[config.mk]
export PLATFORM = sky130hd
export DESIGN_NAME = ps2_kb_ctrl
export DESIGN_NICKNAME = d
export VERILOG_FILES = /design/src/rtl/ps2_pkg.sv /design/src/rtl/ps2_line_filter.sv /design/src/rtl/ps2_kb_ctrl.sv
export SDC_FILE = /design/constraint.sdc
export NUM_CORES = 1
export LEC_CHECK = 0
export CORE_MARGIN = 3
export CORE_UTILIZATION = 60
export DETAILED_ROUTE_END_ITERATION = 10
export GPL_TIMING_DRIVEN = 0
export PLACE_DENSITY = 0.87
export SLEW_MARGIN = 20
export SYNTH_ARGS = -nofsm -noshare
export SYNTH_HDL_FRONTEND = slang
export SYNTH_SLANG_ARGS = --single-unit
[constraint.sdc]
create_clock -name CLK -period 3.48 [get_ports CLK]
set_clock_uncertainty 0.1 [all_clocks]
set_input_delay 0.348 -clock CLK [delete_from_list [all_inputs] [get_ports CLK]]
set_output_delay 0.348 -clock CLK [all_outputs]
set_load 0.03 [all_outputs]
[src/rtl/ps2_pkg.sv]
// Shared types and constants for the PS/2 keyboard receiver.
package ps2_pkg;

  // Frame FSM states
  typedef enum logic [1:0] {
    ST_IDLE   = 2'd0,
    ST_DATA   = 2'd1,
    ST_PARITY = 2'd2,
    ST_STOP   = 2'd3
  } ps2_state_t;

  // Scan-code prefix bytes
  localparam logic [7:0] PS2_EXT = 8'hE0;
  localparam logic [7:0] PS2_BRK = 8'hF0;

  // True when data plus parity bit carry an odd number of ones
  function automatic logic odd_parity_ok(input logic [7:0] d, input logic p);
    return ^{d, p};
  endfunction

endpackage

[src/rtl/ps2_line_filter.sv]
// Two-flop synchroniser for the PS/2 lines, glitch filter on the clock line
// and a one-cycle strobe on every filtered falling edge.
module ps2_line_filter #(
  parameter int FILTER_LEN = 4
) (
  input  logic CLK,
  input  logic ARST_L,
  input  logic PS2_CLK,
  input  logic PS2_DATA,
  output logic clk_fall,
  output logic data_s
);

  localparam int CW = (FILTER_LEN < 2) ? 1 : $clog2(FILTER_LEN + 1);
  localparam logic [CW-1:0] CNT_LAST = CW'(FILTER_LEN - 1);

  logic          clk_meta;
  logic          clk_sync;
  logic          dat_meta;
  logic          dat_sync;
  logic          clk_filt;
  logic [CW-1:0] run_cnt;

  // Synchronisers reset to the idle-bus level so release never looks like an edge
  always_ff @(posedge CLK or negedge ARST_L) begin
    if (!ARST_L) begin
      clk_meta <= 1'b1;
      clk_sync <= 1'b1;
      dat_meta <= 1'b1;
      dat_sync <= 1'b1;
    end else begin
      clk_meta <= PS2_CLK;
      clk_sync <= clk_meta;
      dat_meta <= PS2_DATA;
      dat_sync <= dat_meta;
    end
  end

  // Filtered clock flips on the FILTER_LEN-th consecutive differing sample
  always_ff @(posedge CLK or negedge ARST_L) begin
    if (!ARST_L) begin
      clk_filt <= 1'b1;
      run_cnt  <= '0;
      clk_fall <= 1'b0;
    end else begin
      clk_fall <= 1'b0;
      if (clk_sync == clk_filt) begin
        run_cnt <= '0;
      end else if (run_cnt == CNT_LAST) begin
        clk_filt <= clk_sync;
        run_cnt  <= '0;
        clk_fall <= clk_filt;
      end else begin
        run_cnt <= run_cnt + 1'b1;
      end
    end
  end

  assign data_s = dat_sync;

endmodule

[src/rtl/ps2_kb_ctrl.sv]
// PS/2 keyboard receiver: frame decoding, E0/F0 prefix handling and a
// single-entry output register with valid/ready handshake.
import ps2_pkg::*;

module ps2_kb_ctrl #(
  parameter int FILTER_LEN  = 4,
  parameter int TIMEOUT_CYC = 100000
) (
  input  logic       CLK,
  input  logic       ARST_L,
  input  logic       PS2_CLK,
  input  logic       PS2_DATA,
  output logic [7:0] KEY_CODE,
  output logic       KEY_EXT,
  output logic       KEY_UP,
  output logic       KEY_VALID,
  input  logic       KEY_READY,
  output logic       FRAME_ERR,
  output logic       OVERRUN,
  output logic       BUSY
);

  localparam int TW = $clog2(TIMEOUT_CYC + 1);
  localparam logic [TW-1:0] TMO_MAX = TW'(TIMEOUT_CYC);

  logic          fall;
  logic          dat;
  ps2_state_t    state_q;
  ps2_state_t    state_d;
  logic [7:0]    shreg_q;
  logic [2:0]    bitcnt_q;
  logic          par_q;
  logic          ext_q;
  logic          up_q;
  logic [TW-1:0] tmo_q;
  logic [TW-1:0] tmo_d;
  logic          frame_ok;
  logic          frame_bad;
  logic          timeout;
  logic          new_evt;

  ps2_line_filter #(
    .FILTER_LEN(FILTER_LEN)
  ) u_filt (
    .CLK     (CLK),
    .ARST_L  (ARST_L),
    .PS2_CLK (PS2_CLK),
    .PS2_DATA(PS2_DATA),
    .clk_fall(fall),
    .data_s  (dat)
  );

  // Frame state register
  always_ff @(posedge CLK or negedge ARST_L) begin
    if (!ARST_L) state_q <= ST_IDLE;
    else         state_q <= state_d;
  end

  // Next state, frame verdict and timeout detection
  always_comb begin
    state_d   = state_q;
    frame_ok  = 1'b0;
    frame_bad = 1'b0;
    tmo_d     = tmo_q;
    if (state_q == ST_IDLE || fall) tmo_d = '0;
    else if (tmo_q != TMO_MAX)      tmo_d = tmo_q + 1'b1;
    timeout = (state_q != ST_IDLE) && (tmo_d == TMO_MAX);
    unique case (state_q)
      ST_IDLE:   if (fall && !dat) state_d = ST_DATA;
      ST_DATA:   if (fall && bitcnt_q == 3'd7) state_d = ST_PARITY;
      ST_PARITY: if (fall) state_d = ST_STOP;
      ST_STOP: begin
        if (fall) begin
          state_d = ST_IDLE;
          if (odd_parity_ok(shreg_q, par_q) && dat) frame_ok  = 1'b1;
          else                                      frame_bad = 1'b1;
        end
      end
      default: state_d = ST_IDLE;
    endcase
    if (timeout) state_d = ST_IDLE;
    new_evt = frame_ok && (shreg_q != PS2_EXT) && (shreg_q != PS2_BRK);
  end

  // Bit shifting, prefix flags and the timeout counter
  always_ff @(posedge CLK or negedge ARST_L) begin
    if (!ARST_L) begin
      shreg_q  <= '0;
      bitcnt_q <= '0;
      par_q    <= 1'b0;
      ext_q    <= 1'b0;
      up_q     <= 1'b0;
      tmo_q    <= '0;
    end else begin
      tmo_q <= tmo_d;
      if (state_q == ST_IDLE) bitcnt_q <= '0;
      if (state_q == ST_DATA && fall) begin
        shreg_q  <= {dat, shreg_q[7:1]};
        bitcnt_q <= bitcnt_q + 1'b1;
      end
      if (state_q == ST_PARITY && fall) par_q <= dat;
      if (frame_ok) begin
        if (shreg_q == PS2_EXT)      ext_q <= 1'b1;
        else if (shreg_q == PS2_BRK) up_q  <= 1'b1;
        else begin
          ext_q <= 1'b0;
          up_q  <= 1'b0;
        end
      end
      if (frame_bad || timeout) begin
        ext_q <= 1'b0;
        up_q  <= 1'b0;
      end
    end
  end

  // Output event register; a same-cycle handshake frees the slot for the new event
  always_ff @(posedge CLK or negedge ARST_L) begin
    if (!ARST_L) begin
      KEY_CODE  <= '0;
      KEY_EXT   <= 1'b0;
      KEY_UP    <= 1'b0;
      KEY_VALID <= 1'b0;
      FRAME_ERR <= 1'b0;
      OVERRUN   <= 1'b0;
    end else begin
      FRAME_ERR <= frame_bad || timeout;
      OVERRUN   <= 1'b0;
      if (new_evt) begin
        if (!KEY_VALID || KEY_READY) begin
          KEY_CODE  <= shreg_q;
          KEY_EXT   <= ext_q;
          KEY_UP    <= up_q;
          KEY_VALID <= 1'b1;
        end else begin
          OVERRUN <= 1'b1;
        end
      end else if (KEY_VALID && KEY_READY) begin
        KEY_VALID <= 1'b0;
      end
    end
  end

  assign BUSY = (state_q != ST_IDLE);

endmodule
* After elaboration in Yosys (flattened, before gate mapping)
Index checks and enable logic that the tools add are counted.
** Word-level totals
- Memories :: 0
- Output and inout bits :: 14
- Logic and storage cells :: 102
- Memory bits (writable) :: 0
- Register bits :: 55
- Bits in read-only memories :: 0
- Bits in latches :: 0
- Bits of input ports :: 5
** Cells by class
- Multiply operators :: 0
- Shift operators :: 0
- Muxes and demuxes :: 33
- Bitwise gates (word level) :: 1
- Divide/modulo/power cells :: 0
- Reduce and logical (&&, ||, !) cells :: 26
- $lt $le $gt $ge :: 0
- Equality and inequality tests :: 19
- Add/sub/neg operators :: 3
** Operators with widths (number)
- $mux W17 :: 2
- $mux W1 :: 21
- $add A17 B1 Y17 const B :: 1
- $eq A17 B17 Y1 const B :: 1
- $ne A17 B17 Y1 const B :: 1
- $eq A8 B8 Y1 const B :: 2
- $ne A8 B8 Y1 const B :: 2
- $mux W3 :: 4
- $mux W2 :: 5
- $reduce_and A2 Y1 :: 5
- $logic_and A1 B1 Y1 :: 9
- $ne A3 B2 Y1 const B :: 3
- $reduce_xor A9 Y1 :: 1
- $pmux W2 S4 :: 1
- $reduce_bool A2 Y1 :: 4
- $add A3 B1 Y3 const B :: 2
- $ne A3 B3 Y1 const B :: 2
- $eq A2 B2 Y1 const B :: 2
- $ne A2 B1 Y1 const B :: 2
- $reduce_and A4 Y1 :: 1
- $eq A3 B2 Y1 const B :: 1
- $eq A3 B3 Y1 const B :: 1
- $logic_or A1 B1 Y1 :: 3
- $eq A2 B1 Y1 const B :: 1
- 4 further kinds :: 5

* Logic depth before layout (Yosys ltp)
Gate-level depths: netlist of run 1.
- Depth in word-level cells :: 9
- Gate-level depth with buffers :: 9
- Gate-level depth less buffers :: 8

* By module
A second synthesis of run 1 with hierarchy kept.
** Unflattened totals
- Cells, all modules :: 249
- Area, all modules :: 2806.4 um^2
** By module, submodules not included
- ps2_kb_ctrl :: sequential area each 1151.1 um^2, cells an instance 232, times used 1, area an instance 2488.6 um^2
- ps2_line_filter :: sequential area each 231.5 um^2, cells an instance 17, times used 1, area an instance 317.8 um^2

* Least setup slack after synthesis of run 1
Ideal clock, no wire load.
- Kind :: register to register
- Start :: register tmo_q[0]
- End :: register ext_q
- Setup time :: 0.125 ns
- Data required time :: 3.255 ns
- Period minus slack after synthesis :: 2.327 ns
- Setup slack :: 1.153 ns
- Data arrival time :: 2.102 ns
- Cell stages (with the launch flop) :: 8
- Path buffers :: 0
- Cell sequence :: dfrtp_1 -> ha_1 -> nand2_1 -> or3_1 -> or4bb_1 -> a221oi_1 -> and4_4 -> nor3_1
** On the way
- Longest elaborated chain between the ends :: 8
- Elaborated cells between the ends (all ways) :: 11
- Classes of those cells :: add/sub (1); eq/ne (3); mux (3); reduce/logical (4)
** Ends and longest elaborated chain
- start, declared :: RTL line ps2_kb_ctrl.sv:35 : logic [TW-1:0] tmo_q;
- start signal, assigned :: RTL line ps2_kb_ctrl.sv:95 : tmo_q <= tmo_d;
- $add A17 B1 Y17 or $ne A17 B17 Y1 (tied branches) :: RTL line ps2_kb_ctrl.sv:66 : else if (tmo_q != TMO_MAX) tmo_d = tmo_q + 1'b1;
- $mux W17 (*) :: RTL line ps2_kb_ctrl.sv:66
- $mux W17 (*) :: RTL line ps2_kb_ctrl.sv:65 : if (state_q == ST_IDLE || fall) tmo_d = '0;
- $eq A17 B17 Y1 (*) :: RTL line ps2_kb_ctrl.sv:67 : timeout = (state_q != ST_IDLE) && (tmo_d == TMO_MAX);
- $logic_and A1 B1 Y1 (*) :: RTL line ps2_kb_ctrl.sv:67
- $logic_or A1 B1 Y1 (*) :: RTL line ps2_kb_ctrl.sv:110 : if (frame_bad || timeout) begin
- $ne A3 B2 Y1 (no line) or $reduce_bool A2 Y1 (tied branches)
- $reduce_and A2 Y1 (no line)
- end signal, assigned :: RTL line ps2_kb_ctrl.sv:103 : if (shreg_q == PS2_EXT) ext_q <= 1'b1;
- end signal, assigned :: RTL line ps2_kb_ctrl.sv:106 : ext_q <= 1'b0;
- end signal, assigned :: RTL line ps2_kb_ctrl.sv:111 : ext_q <= 1'b0;
- end, declared :: RTL line ps2_kb_ctrl.sv:33 : logic ext_q;
Every way passes the cells marked *; elsewhere a longest branch is shown, timed or not.
A chain may end at the register's enable or synchronous reset.

* Worst setup path after layout of run 1
- Start :: register tmo_q[1]
- End :: register up_q
** On the way
- Longest elaborated chain between the ends :: 8
- Elaborated cells between the ends (all ways) :: 11
- Classes of those cells :: add/sub (1); eq/ne (3); mux (3); reduce/logical (4)
** Ends and longest elaborated chain
- $add A17 B1 Y17 or $ne A17 B17 Y1 (tied branches) :: RTL line ps2_kb_ctrl.sv:66
- $mux W17 (*) :: RTL line ps2_kb_ctrl.sv:66
- $mux W17 (*) :: RTL line ps2_kb_ctrl.sv:65
- $eq A17 B17 Y1 (*) :: RTL line ps2_kb_ctrl.sv:67
- $logic_and A1 B1 Y1 (*) :: RTL line ps2_kb_ctrl.sv:67
- $logic_or A1 B1 Y1 (*) :: RTL line ps2_kb_ctrl.sv:110
- $ne A2 B1 Y1 (no line) or $reduce_bool A2 Y1 (tied branches)
- $reduce_and A2 Y1 (no line)
- end signal, assigned :: RTL line ps2_kb_ctrl.sv:104 : else if (shreg_q == PS2_BRK) up_q <= 1'b1;
- end signal, assigned :: RTL line ps2_kb_ctrl.sv:107 : up_q <= 1'b0;
- end signal, assigned :: RTL line ps2_kb_ctrl.sv:112 : up_q <= 1'b0;
- end, declared :: RTL line ps2_kb_ctrl.sv:34 : logic up_q;
Marked as above.

==> metrics.csv, run 1 <==
metric,value,unit
initial core utilization,0.641,
setup repair after global routing missed its margin,no,
first-pass GRT wire length,8.96,mm
Max Fclk,376,MHz
number of gates resized after CTS,0,
CTS tree,yes,
detailed placement HPWL,3.47,mm
number of hold buffers added after cts,1,
WP buf/inv,0,
final-report max-slew violation count,0,
DRC violations left,0,
number of buffers added by the clock tree synthesis step,5,
slew of the pin with the lowest slew margin,667,ps
"Setup Fix Bufs, Post-CTS",0,
Leak,1.33,nW
CTS sink count,55,
yosys warns,0,
"commonest cells after routing, fill and taps aside","sky130_fd_sc_hd__dfrtp_1 (50), sky130_fd_sc_hd__nor2_1 (24), sky130_fd_sc_hd__mux2_2 (20)",
vias per cell,5.94,
count of input and output buffers,18,
fraction of final layout cells with drive strength greater than 1,0.167,
Setup Viol. Count Final,0,
"commonest non-fill, non-tap cell in the layout",sky130_fd_sc_hd__dfrtp_1,
Pre-Repair DR Iteration Count,4,
post-synthesis net count,250,
power per cell area,484,nW/µm²
Root Driver,sky130_fd_sc_hd__clkbuf_8,
synthesized area per cell,11.3,µm²
cell chain of the critical path,"ha_1, nand2_1, or3_1, or4bb_1, a221oi_1, and4_4, nor3_1",
post-synthesis cell type count,42,
die outline area,5260,µm²
routability congestion estimate from global placement,0.883,
placeable core area,4140,µm²
combined global-route utilization of all metal layers,0.219,
via count,1858,
arrival time at the worst endpoint,2770,ps
number of nets in the finished design,276,
proportion of total power due to net switching,0.328,
area growth from synthesis to layout,13.2,%
drt first-iter violations,203,
count of H-tree levels built during CTS,2,
hold crit path type,register to register,
headroom to the max-slew limit,0.556,
clock period minus worst slack,2660,ps
number of global-route vias before repair,1873,
Max Buffers Root-to-Sink,2,
flip-flop and latch count after synthesis,55,
Congestion Overflow GR,0,
Clock Pin Slew Worst Setup and Hold Paths,100,ps
pin count of the biggest net entering global routing,56,
family with the most delay on the worst path,simple AND/OR/NAND/NOR gates,
maxcap violations,0,
CP Launch Type,register,
die height,72.5,µm
Routed WL per cell,16.2,µm
Antenna diodes,0,
register share of total power,0.493,
final-layout setup total negative slack,0,ps
end-of-flow core utilization,0.726,
data required time at the worst endpoint,3590,ps
total number of placement rows,23,
Horiz. Die Dim,72.5,µm
number of instances in the synthesized netlist,236,
internal power summed over all cells,0.000977,W
count of pins on the block boundary,19,
area after detailed placement,2900,µm²
antenna violations before repair,0,
Skew-Pair Late Insertion Delay,310,ps
Critical Path End Type,register,
standard cell with the maximum stage delay on the critical path,sky130_fd_sc_hd__or4bb_1,
total routed wirelength,5.07,mm
clock power share,0.261,
highest net fanout along the worst path,6,
result of the run,completed,
kind of critical path,register to register,
maximum single-stage delay on the critical path,490,ps
Routed Antenna Nets,0,
Final Cycle Share,0.764,
post-layout instance area,3010,µm²
peak supply drop,0.415,mV
Post-Syn Area,2660,µm²
power share of the combinational group,0.246,
net switching power,0.000478,W
Final Hold Violating Endpoints,0,
share of the yosys chip area belonging to registers,0.520,
-- power groups by stage --
stage,Clock [W],Sequential (W),Combinational [W]
2_1_floorplan,0,0.000719,0.000247
3_3_place_gp,0,0.000726,0.000332
3_5_place_dp,0,0.000729,0.000356
4_1_cts,0.000389,0.000717,0.000361
5_1_grt,0.000413,0.000722,0.000396
6_report,0.000380,0.000717,0.000358
-- layer usage --
layer / global-route usage / routed length, µm
met1: 0.294 / 2290
met2: 0.351 / 2450
met3: 0.0485 / 232
met4: 0.0758 / 89
met5: 0 / 0
-- state kept, by name, summed over array words and instances, names as in the netlist, 2 cells and up --
| signal | cells |
|---|---|
| tmo_q | 17 |
| KEY_CODE | 8 |
| shreg_q | 8 |
| bitcnt_q | 3 |
| u_filt.run_cnt | 3 |
| state_q | 2 |
-- synthesized netlist by cell type, drive strengths merged --
library cell / instances / area, µm²
nor2: 24 / 90.1
and3: 5 / 31.3
nor2b: 1 / 6.26
dfstp: 5 / 131
o2111ai: 1 / 8.76
or3b: 1 / 8.76
inv: 9 / 33.8
a31o: 2 / 17.5
dfrtp: 50 / 1250
and3b: 1 / 8.76
nor3b: 4 / 30.0
nand2b: 2 / 12.5
ha: 9 / 113
and4: 1 / 11.3
nand4: 4 / 25.0
nand2: 15 / 56.3
clkbuf: 6 / 22.5
o211ai: 1 / 7.51
or2: 3 / 18.8
mux2: 20 / 225
or4bb: 2 / 26.3
o21a: 1 / 7.51
or4b: 2 / 23.8
mux2i: 3 / 30.0
or3: 5 / 31.3
nor4: 8 / 71.3
nand4b: 2 / 17.5
nand3: 7 / 35.0
o21ai: 4 / 20.0
a221oi: 1 / 8.76
a21oi: 4 / 20.0
o22ai: 2 / 12.5
nor3: 6 / 30.0
o311a: 1 / 10.0
a31oi: 3 / 18.8
xnor2: 16 / 140
xor2: 5 / 43.8
-- path summary, 6_finish.rpt --
| kind | startpoint | to | slack [ps] | depth (start not counted) |
|---|---|---|---|---|
| max | tmo_q[1] | up_q | 820 | 7 |
| min | u_filt.clk_meta | u_filt.clk_sync | 260 | 0 |
| max reg2reg | tmo_q[1] | up_q | 820 | 7 |
| min reg2reg | u_filt.clk_meta | u_filt.clk_sync | 260 | 0 |
| max in group asynchronous | ARST_L | tmo_q[7] | 2320 | 2 |
| min in group asynchronous | ARST_L | KEY_VALID | 510 | 2 |
-- worst register-to-register path: cells and delay by family, from the launching register on --
family | cells | cell delay (ps)
flip-flops | 1 | 440
AND/OR/NAND/NOR | 5 | 1410
AO/OA/AOI/OAI | 1 | 330
adder cells (fa/ha/maj) | 1 | 270
-- kinds of logic after synthesis --
logic type / Yosys count / share of synthesized area
compound gates: 20 / 0.0495
xor+xnor: 21 / 0.0692
fa+ha+maj: 9 / 0.0424
buf+inv: 15 / 0.0212
flops: 55 / 0.520
mux: 23 / 0.0961
simple gates: 93 / 0.201
-- area by class of cell --
cell class                      count  area [µm²]
Sequential cell                    55        1380
Multi-Input combinational cell    166        1220
Fill cell                         298        1140
Timing Repair Buffer               19         188
Clock buffer                        6        82.6
Tap cell                           50        62.6
Inverter                            9        33.8
Buffer                              6        22.5
Clock inverter                      2        17.5
-- through the flow --
stage | hold slack [ps] | worst slack, ps | power (W) | std cells
after global placement | 247 | 373 | 0.00106 | 304
after detailed placement | 248 | 853 | 0.00108 | 304
after CTS | 264 | 842 | 0.00147 | 313
after global routing | 265 | 647 | 0.00153 | 313
after floorplan | -47.6 | 1150 | 0.000967 | 236
final | 263 | 823 | 0.00146 | 313
Power figures use the tool's default switching activity.
==> run 2, diff against run 1 <==
--- a/config.mk
+++ b/config.mk
@@ -6,10 +6,10 @@
 export NUM_CORES = 1
 export LEC_CHECK = 0
 export CORE_MARGIN = 3
-export CORE_UTILIZATION = 60
+export CORE_UTILIZATION = 52
 export DETAILED_ROUTE_END_ITERATION = 10
 export GPL_TIMING_DRIVEN = 0
-export PLACE_DENSITY = 0.87
+export PLACE_DENSITY = 0.81
 export SLEW_MARGIN = 20
 export SYNTH_ARGS = -nofsm -noshare
 export SYNTH_HDL_FRONTEND = slang
==> constraint.sdc (replaced) <==
create_clock -name CLK -period 2.31 [get_ports CLK]
set_clock_uncertainty 0.1 [all_clocks]
set_input_delay 0.231 -clock CLK [delete_from_list [all_inputs] [get_ports CLK]]
set_output_delay 0.231 -clock CLK [all_outputs]
set_load 0.03 [all_outputs]
==> metrics.csv, run 2 (same netlist as run 1, synthesis figures left out) <==
metric,value,unit,change
Final Cycle Share,1.07,,was 0.764
count of pins on the block boundary,19,,unchanged
headroom to the max-slew limit,0.551,,was 0.556
Critical Path End Type,register,,unchanged
least setup slack across all paths after layout,-160,ps,was 823 ps
CTS tree,yes,,unchanged
slew of the pin with the lowest slew margin,673,ps,was 667 ps
number of global-route vias before repair,1938,,"was 1,873"
"commonest non-fill, non-tap cell in the layout",sky130_fd_sc_hd__dfrtp_1,,unchanged
routability congestion estimate from global placement,0.859,,was 0.883
Antenna diodes,0,,unchanged
violated checks,setup timing,,
startpoint of the most critical register-to-register path,tmo_q[0],,was tmo_q[1]
combined global-route utilization of all metal layers,0.185,,was 0.219
"flip-flop count of the largest register, all copies and words added",17,,unchanged
clock period minus worst slack,2470,ps,was 2660 ps
final-report max-slew violation count,0,,unchanged
count of input and output buffers,18,,unchanged
die height,77.5,µm,was 72.5 µm
hold_sp,PS2_DATA,,was u_filt.clk_meta
leading registers by flop count,"tmo_q x17, KEY_CODE x8, shreg_q x8",,unchanged
Root Driver,sky130_fd_sc_hd__clkbuf_8,,unchanged
data required time at the worst endpoint,2410,ps,was 3590 ps
Layout Cells excl Fill,336,,was 313
fillcell total,391,,was 298
CP Launch Type,register,,unchanged
Setup Slack @ Placement,-222,ps,was 853 ps
number of buffers added by the clock tree synthesis step,5,,unchanged
Total Power,0.00219,W,was 0.00146 W
Max Buffers Root-to-Sink,2,,unchanged
Pre-Repair DR Iteration Count,4,,unchanged
setup repair after global routing missed its margin,yes,,was no
placeable core area,4820,µm²,was 4140 µm²
hold crit path type,input port to register,,was register to register
result of the run,"complete, but fails checks",,was completed
Skew-Pair Late Insertion Delay,310,ps,about the same
Routed WL per cell,14.6,µm,was 16.2 µm
Max Fclk,405,MHz,was 376 MHz
area growth from synthesis to layout,17.7,%,was 13.2%
startpoint of the worst setup timing path,tmo_q[0],,was tmo_q[1]
Final Hold Violating Endpoints,0,,unchanged
CTS sink count,55,,unchanged
instance count after placement with tap cells included,321,,was 304
first-pass GRT wire length,8.99,mm,was 8.96 mm
peak supply drop,0.691,mV,was 0.415 mV
Routed Antenna Nets,0,,unchanged
total routed wirelength,4.91,mm,was 5.07 mm
fraction of final layout cells with drive strength greater than 1,0.242,,was 0.167
initial core utilization,0.551,,was 0.641
maxcap violations,0,,unchanged
drt first-iter violations,108,,was 203
"commonest cells after routing, fill and taps aside","sky130_fd_sc_hd__dfrtp_1 (46), sky130_fd_sc_hd__nor2_1 (23), sky130_fd_sc_hd__mux2_2 (20)",,"was sky130_fd_sc_hd__dfrtp_1 (50), sky130_fd_sc_hd__nor2_1 (24), sky130_fd_sc_hd__mux2_2 (20)"
Setup Viol. Count Final,5,,was 0
power per cell area,699,nW/µm²,was 484 nW/µm²
number of nets in the finished design,282,,was 276
count of H-tree levels built during CTS,2,,unchanged
Leak,1.38,nW,was 1.33 nW
Congestion Overflow GR,0,,unchanged
die outline area,6000,µm²,was 5260 µm²
final-layout setup total negative slack,-753,ps,was 0 ps
highest net fanout along the worst path,5,,was 6
arrival time at the worst endpoint,2570,ps,was 2770 ps
Top reg by flops,tmo_q,,unchanged
pin count of the biggest net entering global routing,56,,unchanged
kind of critical path,register to register,,unchanged
total number of placement rows,25,,was 23
Horiz. Die Dim,77.5,µm,was 72.5 µm
vias per cell,5.57,,was 5.94
detailed placement HPWL,3.28,mm,was 3.47 mm
Clock Pin Slew Worst Setup and Hold Paths,100,ps,about the same
DRC violations left,0,,unchanged
antenna violations before repair,0,,unchanged
via count,1871,,"was 1,858"
==> run 2: per-stage QoR <==
step / area, µm² / util / hold WS (ps)
3_5_place_dp: 2930 / 0.609 / 216
3_3_place_gp: 2930 / 0.609 / 246
5_1_grt: 3130 / 0.649 / 219
4_1_cts: 3090 / 0.641 / 210
2_1_floorplan: 2670 / - / -165
6_report: 3130 / 0.649 / 219
==> run 2: path summary, 6_finish.rpt <==
check                      cells after the start  slack [ps]         endpoint
hold / removal                                 1         220  u_filt.dat_meta
min in group asynchronous                      2         390           KEY_UP
max in group asynchronous                      2        1250         tmo_q[0]
setup / recovery                               8        -160            ext_q
setup reg to reg                               8        -160            ext_q
hold reg to reg                                0         260  u_filt.clk_sync
==> run 2: what timing repair did <==
action | CTS | global route
pin swaps | 4 | 1
endpoints found under the hold margin | 50 | 0
setup buffers | 6 | 1
hold buffers | 1 | 0
gates resized for setup | 4 | 10
setup endpoints to repair | 15 | 15
==> run 2: metal layers <==
| metal | global-route usage | part of all wire | vias to the layer above |
|---|---|---|---|
| li1 | - | - | 902 |
| met1 | 0.246 | 0.46 | 917 |
| met2 | 0.291 | 0.48 | 39 |
| met3 | 0.0418 | 0.038 | 13 |
| met4 | 0.0783 | 0.021 | 0 |
| met5 | 0 | 0 | - |
==> run 2: report_power, final <==
group	leakage [nW]	switching, W	internal [W]
Combinational	0.591	0.000342	0.000228
Sequential	0.741	0.0000524	0.00103
Clock	0.0458	0.000315	0.000221
==> run 2: critical path: stages, from the launching register on <==
cell	delay, ps
sky130_fd_sc_hd__dfrtp_2	470
sky130_fd_sc_hd__inv_2	80
sky130_fd_sc_hd__ha_1	130
sky130_fd_sc_hd__or4b_4	460
sky130_fd_sc_hd__nor4_4	330
sky130_fd_sc_hd__mux2i_1	260
sky130_fd_sc_hd__nor3b_2	190
sky130_fd_sc_hd__and4_4	280
sky130_fd_sc_hd__nor3_1	70
==> run 2: final cells by class <==
class	instances	area (µm²)	share of cell area
Inverter	9	33.8	0.0108
Tap cell	67	83.8	0.0268
Sequential cell	55	1390	0.444
Clock buffer	6	72.6	0.0232
Multi-Input combinational cell	166	1270	0.406
Buffer	5	20.0	0.00640
Timing Repair Buffer	26	243	0.0776
Clock inverter	2	17.5	0.00560
